===== src/rtl/y86_pkg.sv =====
// y86_pkg: shared register-file constants, sequencer states and op encodings
package y86_pkg;
  localparam logic [3:0] RNONE = 4'hF;
  localparam int NREGS = 15;
  typedef logic [3:0] reg_idx_t;
  typedef enum logic [1:0] {IDLE, ISSUE, RESP} seq_state_t;
  typedef enum logic [1:0] {OP_RDA, OP_RDB, OP_WRE, OP_WRM} op_t;
endpackage


===== src/rtl/rf_op_pick.sv =====
// rf_op_pick: picks the highest-priority pending op (A > B > E > M) and clears its bit
module rf_op_pick
  import y86_pkg::*;
(
  input  logic [3:0] mask,
  output logic       valid,
  output op_t        op,
  output logic [3:0] mask_clr
);
  assign valid = |mask;
  assign op = mask[0] ? OP_RDA : mask[1] ? OP_RDB : mask[2] ? OP_WRE : OP_WRM;
  assign mask_clr = mask & (mask - 4'd1);
endmodule


===== src/rtl/rf_access_seq.sv =====
// rf_access_seq: serialises one Y86 transaction into reads then writes on a single-port register file
module rf_access_seq
  import y86_pkg::*;
#(
  parameter int DW = 64,
  parameter int AW = 4
) (
  input  logic          clk,
  input  logic          rst_n,
  input  logic          req_valid,
  output logic          req_ready,
  input  logic [AW-1:0] req_srcA,
  input  logic [AW-1:0] req_srcB,
  input  logic [AW-1:0] req_dstE,
  input  logic [AW-1:0] req_dstM,
  input  logic [DW-1:0] req_valE,
  input  logic [DW-1:0] req_valM,
  output logic          resp_valid,
  input  logic          resp_ready,
  output logic [DW-1:0] resp_valA,
  output logic [DW-1:0] resp_valB,
  output logic          rf_en,
  output logic          rf_we,
  output logic [AW-1:0] rf_idx,
  output logic [DW-1:0] rf_wval,
  input  logic [DW-1:0] rf_rdata
);
  localparam logic [AW-1:0] NONE = AW'(RNONE);
  seq_state_t st, st_n;
  logic [AW-1:0] src_a, src_b, dst_e, dst_m, cur_a, cur_b, cur_e, cur_m, idx_n;
  logic [DW-1:0] val_e, val_m, cur_ve, cur_vm, wval_n;
  logic [3:0] mask, mask_n, fresh, pick_in, pick_clr;
  logic pick_vld, idle, accept, issue, we_n, rdb_n, rd_b, cap_pend, cap_b;
  op_t pick_op;
  assign idle = st == IDLE;
  assign accept = idle && req_valid;
  assign req_ready = rst_n && idle;
  assign resp_valid = st == RESP && !cap_pend;
  // the first op is registered on the accept edge, so IDLE picks straight from the request
  assign cur_a = idle ? req_srcA : src_a;
  assign cur_b = idle ? req_srcB : src_b;
  assign cur_e = idle ? req_dstE : dst_e;
  assign cur_m = idle ? req_dstM : dst_m;
  assign cur_ve = idle ? req_valE : val_e;
  assign cur_vm = idle ? req_valM : val_m;
  assign fresh = {req_dstM != NONE, req_dstE != NONE, req_srcB != NONE, req_srcA != NONE};
  assign pick_in = idle ? fresh : mask;
  rf_op_pick u_pick (
    .mask(pick_in),
    .valid(pick_vld),
    .op(pick_op),
    .mask_clr(pick_clr)
  );
  always_comb begin
    issue = (accept || st == ISSUE) && pick_vld;
    we_n = issue && (pick_op == OP_WRE || pick_op == OP_WRM);
    rdb_n = issue && pick_op == OP_RDB;
    idx_n = !issue ? '0 : pick_op == OP_RDA ? cur_a : pick_op == OP_RDB ? cur_b :
            pick_op == OP_WRE ? cur_e : cur_m;
    wval_n = !issue ? '0 : pick_op == OP_WRE ? cur_ve : pick_op == OP_WRM ? cur_vm : '0;
    mask_n = issue ? pick_clr : mask;
    st_n = accept ? (|fresh ? ISSUE : RESP) :
           (st == ISSUE && mask == '0) ? RESP :
           (resp_valid && resp_ready) ? IDLE : st;
  end
  always_ff @(posedge clk or negedge rst_n) begin
    if (!rst_n) begin
      st <= IDLE;
      mask <= '0;
      {src_a, src_b, dst_e, dst_m} <= '0;
      {val_e, val_m} <= '0;
      {rf_en, rf_we, rd_b, cap_pend, cap_b} <= '0;
      rf_idx <= '0;
      rf_wval <= '0;
      resp_valA <= '0;
      resp_valB <= '0;
    end else begin
      st <= st_n;
      mask <= mask_n;
      rf_en <= issue;
      rf_we <= we_n;
      rf_idx <= idx_n;
      rf_wval <= wval_n;
      rd_b <= rdb_n;
      cap_pend <= rf_en && !rf_we;
      cap_b <= rd_b;
      if (accept) begin
        {src_a, src_b, dst_e, dst_m} <= {req_srcA, req_srcB, req_dstE, req_dstM};
        {val_e, val_m} <= {req_valE, req_valM};
        resp_valA <= '0;
        resp_valB <= '0;
      end else if (cap_pend) begin
        if (cap_b) resp_valB <= rf_rdata;
        else resp_valA <= rf_rdata;
      end
    end
  end
  a_idx_legal: assert property (@(posedge clk) disable iff (!rst_n) rf_en |-> int'(rf_idx) < NREGS);
endmodule


===== config.mk =====
export PLATFORM = sky130hd
export DESIGN_NAME = rf_access_seq
export DESIGN_NICKNAME = d
export VERILOG_FILES = /design/src/rtl/y86_pkg.sv /design/src/rtl/rf_op_pick.sv /design/src/rtl/rf_access_seq.sv
export SDC_FILE = /design/constraint.sdc
export NUM_CORES = 1
export LEC_CHECK = 0
export CORE_MARGIN = 2
export CORE_UTILIZATION = 54
export CTS_BUF_LIST = sky130_fd_sc_hd__clkbuf_2
export DETAILED_ROUTE_END_ITERATION = 10
export PLACE_DENSITY_LB_ADDON = 0.1
export REMOVE_ABC_BUFFERS = 1
export SLEW_MARGIN = 10
export SYNTH_ARGS = -nofsm -noshare
export SYNTH_HDL_FRONTEND = slang
export SYNTH_SLANG_ARGS = --single-unit
export TNS_END_PERCENT = 20

===== constraint.sdc =====
create_clock -name clk -period 6 [get_ports clk]
set_input_delay 1.2 -clock clk [delete_from_list [all_inputs] [get_ports clk]]
set_output_delay 1.2 -clock clk [all_outputs]
set_load 0.01 [all_outputs]

== Word level (Yosys, flattened, before mapping) ==
Index checks and enable logic that the tools add are counted.
Storage, ports and cells
  input bits: 212
  logic and storage cells: 79
  register bits after elaboration: 351
  output and inout port bits: 200
Operators by class
  multiplexer cells: 27
  $add $sub $neg: 1
  equality and inequality tests: 10
  bitwise logic cells: 1
  reductions and logical operators: 23
Operator list (number)
  $mux 64: 11
  $mux 4: 9
  $ne 4x4->1 const B: 4
  $mux 2: 6
  $logic_and 1x1->1: 9
  $reduce_or 4->1: 2
  $eq 2x2->1 const B: 3
  $and 4x4->4: 1
  $eq 2x1->1 const B: 2
  $logic_not 2->1: 2
  $logic_not 4->1: 1
  $reduce_and 2->1: 2
  $reduce_bool 2->1: 2
  $sub 4x1->4 const B: 1
  $reduce_bool 3->1: 1
  $logic_not 1->1: 2
  $logic_or 1x1->1: 2
  $ne 2x2->1 const B: 1
  $mux 1: 1

== Longest topological paths before layout ==
Gate-level depths: netlist (run 1).
  depth after elaboration: 10
  depth in mapped cells: 8
  mapped depth without buffers: 5

== Modules after synthesis ==
A second synthesis (run 1) with hierarchy kept.
Second synthesis, totals
  cells, all modules: 1559
  area total of the unflattened synthesis: 16631.0 µm²
By module, submodules not included
  rf_access_seq: seq. area each 8783.4 µm², cells each 1550, instances 1, area each 16577.1 µm²
  rf_op_pick: seq. area each 0.0 µm², cells each 9, instances 1, area each 53.8 µm²

== Worst setup path before layout (run 1) ==
Ideal clock, no wire load.
  kind: flip-flop to output port
  from: register st[0]
  to: output port req_ready
  setup slack: 3.335 ns
  buffers on the path: 3
  stages on the path, launching flop included: 6
  required time: 4.800 ns
  data arrival time: 1.465 ns
  path through: dfrtp_1 buf_2 nor2_1 buf_4 clkbuf_1 and2_1
Between the ends
  word-level cells in the longest chain between the ends: 2
Ends and longest elaborated chain
  start, declared: RTL line rf_access_seq.sv:29  | seq_state_t st, st_n;
  start signal, assigned: RTL line rf_access_seq.sv:78  | st <= st_n;
  $logic_not 2->1: RTL line rf_access_seq.sv:35  | assign idle = st == IDLE;
  $logic_and 1x1->1: RTL line rf_access_seq.sv:37  | assign req_ready = rst_n && idle;
  end, declared: RTL line rf_access_seq.sv:11  | output logic req_ready,
No other way between the ends.

== Worst setup path after layout (run 1) ==
  from: input port rst_n
  to: output port req_ready
Between the ends
  word-level cells in the longest chain between the ends: 1
Ends and longest elaborated chain
  start, declared: RTL line rf_access_seq.sv:9  | input logic rst_n,
  $logic_and 1x1->1: RTL line rf_access_seq.sv:37
No other way between the ends.

==> out/results.tsv, run 1 <==
stage	metric	value	unit
run_status	status	finished, final reports clean	
logic_synthesis	mapped cell area	14800	µm²
route	Initial DRT Pass Iterations	6	
clock_tree	CTS root buf	clkbuf_2	
sta	Min Hold Slack	0.258	ns
clock_tree	clock tree from TritonCTS	done	
global_routing	initial antenna violation count	14	
global_routing	largest net degree at the start of global routing	169	
place	sum of net half-perimeters after detailed placement	28100	µm
route	vias after detailed routing	13300	
worst_setup_path	arrival time at the worst endpoint	2.35	ns
sta	unrepaired setup endpoints after global routing	no	
power	Peak supply drop	0.135	mV
floorplanning	initial cell density of the core	55.0	%
worst_setup_path	Crit Reg-Reg Startpoint	st[0]	
logic_synthesis	Synth async-reset ratio	100	%
sta	final hold vios	0	
power	power per unit of standard cell area	224	nW/µm²
power	logic gate share of total power	10.1	%
sta	final critical-path setup slack	2.45	ns
logic_synthesis	count of flip-flops with a built-in enable after synthesis	0	
worst_setup_path	Crit path required time	4.80	ns
floorplanning	Total Die Area	28800	µm²
logic_synthesis	number of distinct library cell variants in the gate-level netlist after synthesis	44	
clock_tree	H-tree levels	3	
clock_tree	TritonCTS Sinks	346	
sta	setup-violating endpoint count in the final report	0	
place	number of buffer cells added on primary ports	411	
sta	Period Utilization, post-route	59.1	%
place	pre-CTS setup slack	1.75	ns
global_routing	wire length of the first global-routing pass	69400	µm
logic_synthesis	Seq/Total Area, Yosys	58.4	%
global_routing	met3 capacity usage during global routing	9.33	%
logic_synthesis	total number of yosys warnings	0	
route	Detailed Route Iter0 Violations	1116	
worst_setup_path	endpoint class of the critical path	output pin	
power	clock share of power	35.6	%
floorplanning	I/O pin count	412	
clock_tree	Resized cells post-CTS	0	
route	number of nets with antenna violations after routing	0	
worst_setup_path	kind of start point of the critical path	primary input	
sta	shortest period the worst path allows	3.55	ns
clock_tree	clock buffers created by TritonCTS	86	
floorplanning	die extent in x	170	µm
logic_synthesis	syn_area_per_cell	9.11	µm²
route	DRC	0	
cells_and_area	area added between synthesis and finish	34.2	%
clock_tree	Reg clk slew, reported paths	0.10	ns
global_routing	number of global-route vias before repair	13100	
floorplanning	height of the chip	170	µm
route	number of vias per cell after detailed routing	5.49	
route	routed length per placed instance	18.3	µm
job	number of maximum-capacitance constraint violations	0	
logic_synthesis	largest cells by area after synthesis	dfrtp_1 (58%), nand2_1 (17%), a21oi_1 (6.6%)	
worst_setup_path	cell with the largest stage delay on the worst path	clkdlybuf4s50_1	
route	overall routed net length	44400	µm
cells_and_area	most frequent cells in the layout	nand2_1 (680), clkdlybuf4s50_1 (410), dfrtp_1 (346)	
worst_setup_path	chain of cells forming the critical path	buf_8 -> and2_1 -> clkdlybuf4s50_1	
global_routing	M2 GR Usage	49.4	%
power	Pint	3.32	mW
sta	headroom to the max-slew limit	34.9	%
clock_tree	count of hold buffers inserted by post-cts repair	0	
cells_and_area	# nets final	2231	
power	cell leakage power	9.37	nW
floorplanning	core area	27000	µm²
worst_setup_path	R2R cell count	7	
sta	clk_skew	0.0726	ns
power	P_sw	1.14	mW
worst_setup_path	crit-path max FO	64	
clock_tree	buffer levels on the longest clock path	3	
global_routing	combined global-route utilization of all metal layers	30.6	%
cells_and_area	most frequent standard cell in the layout excluding fill and tap cells	nand2_1	
power	sequential share of power	54.3	%
worst_setup_path	Worst setup startpoint	rst_n	
sta	Worst Tran Pin Value	0.973	ns
clock_tree	setup fix buffers added after clock tree synthesis	0	
logic_synthesis	synthesis-stage register bit count	346	
power	Sw Share	25.6	%
worst_setup_path	Setup Crit Path Kind	primary input to output pin	
worst_hold_path	class of the most critical hold timing path	primary input to asynchronous set/reset pin	
logic_synthesis	Post-synth top flop	dfrtp_1	
logic_synthesis	Yosys top cell by area	dfrtp_1	
global_routing	most crowded layer after global routing	met2	
cells_and_area	fin util	73.8	%
logic_synthesis	Syn Inst Count	1627	
cells_and_area	fraction of layout instances using a drive strength above 1	11.5	%
power	post-layout total power	4.46	mW
logic_synthesis	portion of synthesized cell area occupied by the leading cell type	58.4	%
sta	Final Slew Violations	0	
floorplanning	standard-cell rows	60	
sta	total negative setup slack	0	ns
clock_tree	clock insertion delay at the later pin of the skew report	0.86	ns
global_routing	met1 track demand over resource in global routing	37.9	%
place	final weighted congestion in routability-driven placement	0.900	
sta	timing-limited maximum frequency	282	MHz
global_routing	overflow left after global routing	0	
worst_setup_path	Worst path max stage delay	0.53	ns
worst max-delay path: cells and delay by family:
kind / cells / cell delay [ns]
buffers and inverters: 2 / 0.89
AND/OR/NAND/NOR: 1 / 0.20
cells by family (layout without fill, tap and decap cells):
family / Yosys count / in the layout / synth area share [%]
AND/OR/NAND/NOR: 727 / 727 / 19.3
flip-flops: 346 / 346 / 58.4
multiplexers: 66 / 66 / 5.00
buffers and inverters: 129 / 578 / 3.48
other: 0 / 12 / 0
AO/OA/AOI/OAI: 359 / 359 / 13.8
power by group through the flow:
stage	Sequential, mW	Clock (mW)	Combinational (mW)
after floorplan	2.50	0	0.0585
after global placement	2.47	0	0.446
after detailed placement	2.47	0	0.454
after CTS	2.42	1.63	0.455
after global routing	2.43	1.75	0.488
final	2.42	1.59	0.452
synth_stat cells, drive strengths merged (2+ instances only):
master   instances
a2111oi          4
a21oi          197
a221oi           6
a22oi           64
and2             7
buf             17
clkbuf         108
dfrtp          346
inv              4
mux2            64
mux2i            2
nand2          682
nand3b           5
nand4            5
nor2             3
nor2b            4
nor3             2
nor3b            2
nor4             2
o211ai           3
o21a             5
o21ai           73
o31ai            4
or2              2
or3              4
or4              2
final cells by class:
class | count | area, µm²
diodes | 12 | 30.0
flip-flops and latches | 346 | 8660
repair buffers | 429 | 4290
well taps | 341 | 427
clock buffers | 135 | 676
multi-input cells | 1152 | 5710
clock inverters | 10 | 90.1
fillers | 2043 | 7060
inverters | 4 | 15.0
metal layers:
layer / vias up / part of all wire, %
met5: - / 0.029
li1: 6241 / -
met4: 2 / 3.9
met1: 6457 / 38
met3: 103 / 9.1
met2: 542 / 49
state kept, by name, summed over array words and instances (netlist names), 2 cells and up:
| signal | cells |
|---|---|
| src_b | 4 |
| rf_wval | 64 |
| resp_valB | 64 |
| dst_e | 4 |
| st | 2 |
| mask | 3 |
| resp_valA | 64 |
| val_e | 64 |
| val_m | 64 |
| rf_idx | 4 |
| dst_m | 4 |
stage by stage:
stage | std cells | instance area, µm²
after floorplan | 1502 | 14300
after global placement | 2272 | 19100
after detailed placement | 2272 | 19100
after CTS | 2417 | 19900
after global routing | 2426 | 19900
final | 2429 | 19900
worst paths after layout:
check                                endpoint  slack [ns]
worst max-delay path                req_ready        2.45
worst min-delay path                val_m[41]        0.26
worst max register to register      val_e[61]        2.62
worst min register to register          cap_b        0.36
max in group asynchronous       resp_valA[39]        3.82
min in group clk                        cap_b        0.36
No activity file was read; power rests on OpenSTA's default activity.
==> run 2, diff against run 1 <==
- CORE_UTILIZATION: 54 -> 50
- clock period: 6 -> 3.7 ns (I/O delays scaled with it)
==> run 2 against run 1 <==
Effect of this change:
- count of clock-buffer cells in the layout decreased by 13
- die area increased by 7.8%
- via count decreased by 0.37%
- final cell count increased by 2.0%
- core utilization decreased by 5.8 points
- sequential share of layout area decreased by 0.21 points
- sequential power increased by 62%
- total power increased by 58%
- non-clock buffer count increased by 11
- register-to-register slack got worse by 1.6 ns
- worst hold slack improved by 0.023 ns
- clock power increased by 49%
==> out/results.tsv, run 2 (synthesized netlist as in run 1, its figures left out) <==
stage	metric	value	unit
run_status	status	finished, final reports clean	
worst_hold_path	class of the most critical hold timing path	primary input to asynchronous set/reset pin	
cells_and_area	# nets final	2243	
sta	unrepaired setup endpoints after global routing	no	
route	DRC	0	
route	Detailed Route Iter0 Violations	1042	
place	final weighted congestion in routability-driven placement	0.895	
sta	Final Slew Violations	0	
floorplanning	core area	29400	µm²
cells_and_area	fraction of layout instances using a drive strength above 1	11.6	%
clock_tree	clock insertion delay at the later pin of the skew report	0.87	ns
floorplanning	standard-cell rows	63	
power	post-layout total power	7.04	mW
job	number of maximum-capacitance constraint violations	0	
floorplanning	die extent in x	176	µm
clock_tree	H-tree levels	3	
place	number of buffer cells added on primary ports	411	
clock_tree	TritonCTS Sinks	346	
clock_tree	Resized cells post-CTS	0	
place	sum of net half-perimeters after detailed placement	29400	µm
worst_setup_path	Setup Crit Path Kind	register to output pin	
route	number of nets with antenna violations after routing	0	
clock_tree	buffer levels on the longest clock path	3	
clock_tree	count of hold buffers inserted by post-cts repair	1	
route	routed length per placed instance	18.2	µm
cells_and_area	most frequent cells in the layout	nand2_1 (680), clkdlybuf4s50_1 (410), dfrtp_1 (346)	
sta	total negative setup slack	0	ns
clock_tree	clock tree from TritonCTS	done	
power	power per unit of standard cell area	352	nW/µm²
sta	setup-violating endpoint count in the final report	0	
global_routing	combined global-route utilization of all metal layers	28.7	%
sta	timing-limited maximum frequency	328	MHz
cells_and_area	area added between synthesis and finish	34.9	%
clock_tree	setup fix buffers added after clock tree synthesis	0	
cells_and_area	fin util	68.0	%
global_routing	largest net degree at the start of global routing	135	
floorplanning	height of the chip	176	µm
worst_setup_path	Crit path required time	2.96	ns
sta	shortest period the worst path allows	3.05	ns
sta	Period Utilization, post-route	82.4	%
worst_setup_path	Reg2Reg Setup Slack	1.03	ns
worst_setup_path	kind of start point of the critical path	register	
cells_and_area	most frequent standard cell in the layout excluding fill and tap cells	nand2_1	
route	overall routed net length	45200	µm
global_routing	wire length of the first global-routing pass	70700	µm
power	cell leakage power	9.39	nW
power	Peak supply drop	0.184	mV
worst_setup_path	crit-path max FO	10	
floorplanning	I/O pin count	412	
global_routing	overflow left after global routing	0	
global_routing	initial antenna violation count	7	
clock_tree	CTS root buf	clkbuf_2	
global_routing	number of global-route vias before repair	13100	
worst_setup_path	arrival time at the worst endpoint	2.31	ns
clock_tree	clock buffers created by TritonCTS	87	
sta	final hold vios	0	
route	number of vias per cell after detailed routing	5.37	
route	vias after detailed routing	13300	
floorplanning	initial cell density of the core	50.4	%
worst_setup_path	endpoint class of the critical path	output pin	
floorplanning	Total Die Area	31000	µm²
sta	clk_skew	0.0594	ns
route	Initial DRT Pass Iterations	5	
clock_tree	Reg clk slew, reported paths	0.11	ns
sta	Worst Tran Pin Value	1.14	ns
sta	headroom to the max-slew limit	24.1	%
## run 2: cell types whose count changed in the layout (fill, tap and decap cells not counted), sizes merged
cell / previous run / this run
clkinvlp: 0 / 3
dlygate4sd3: 0 / 1
clkinv: 7 / 13
bufinv: 2 / 0
diode: 12 / 5
clkbuf: 135 / 122
buf: 19 / 29
inv: 5 / 7
## run 2: layout make-up
cell class / count / area (µm²)
Inverter: 4 / 15.0
Clock buffer: 122 / 611
Sequential cell: 346 / 8660
Antenna cell: 5 / 12.5
Fill cell: 2417 / 9410
Clock inverter: 19 / 86.3
Tap cell: 390 / 488
Timing Repair Buffer: 440 / 4410
Multi-Input combinational cell: 1152 / 5710
## run 2: report_power, final
group / switching (mW) / leakage, nW / internal [mW] / total [mW]
clock network: 1.50 / 0.547 / 0.876 / 2.37
registers: 0.0526 / 4.37 / 3.88 / 3.93
logic: 0.309 / 4.47 / 0.428 / 0.738
## run 2: final timing paths
| kind | cells past startpoint | endpoint | from |
|---|---|---|---|
| worst min-delay path | 2 | resp_valB[7] | rst_n |
| min in group clk | 0 | cap_b | rd_b |
| worst max register to register | 5 | rf_idx[2] | st[0] |
| max in group asynchronous | 4 | rf_wval[33] | rst_n |
| worst min register to register | 0 | cap_b | rd_b |
| worst max-delay path | 3 | req_ready | st[0] |
## run 2: metal layers
metal  vias up  GRT usage (%)  part of all wire, %
met5         -              0                0.055
met4         4           11.0                  2.8
met3        82           7.92                  8.6
met2       538           46.6                   49
met1      6442           36.7                   40
li1       6229              -                    -
## run 2: worst max-delay path: stages (launching register included)
cell and delay [ns]:
dfrtp_1 0.51, nor2_4 0.24, and2_1 0.15, clkdlybuf4s50_1 0.52
## run 2: stage by stage
| step | hold slack, ns | cell area [µm²] | std cells | worst slack [ns] |
|---|---|---|---|---|
| 2_1_floorplan | 0.331 | 14300 | 1502 | -5.21 |
| 3_3_place_gp | 0.345 | 19300 | 2331 | 0.661 |
| 3_5_place_dp | 0.346 | 19300 | 2331 | 0.515 |
| 4_1_cts | 0.199 | 20000 | 2473 | 0.555 |
| 5_1_grt | 0.213 | 20000 | 2478 | 0.498 |
| 6_report | 0.281 | 20000 | 2478 | 0.649 |
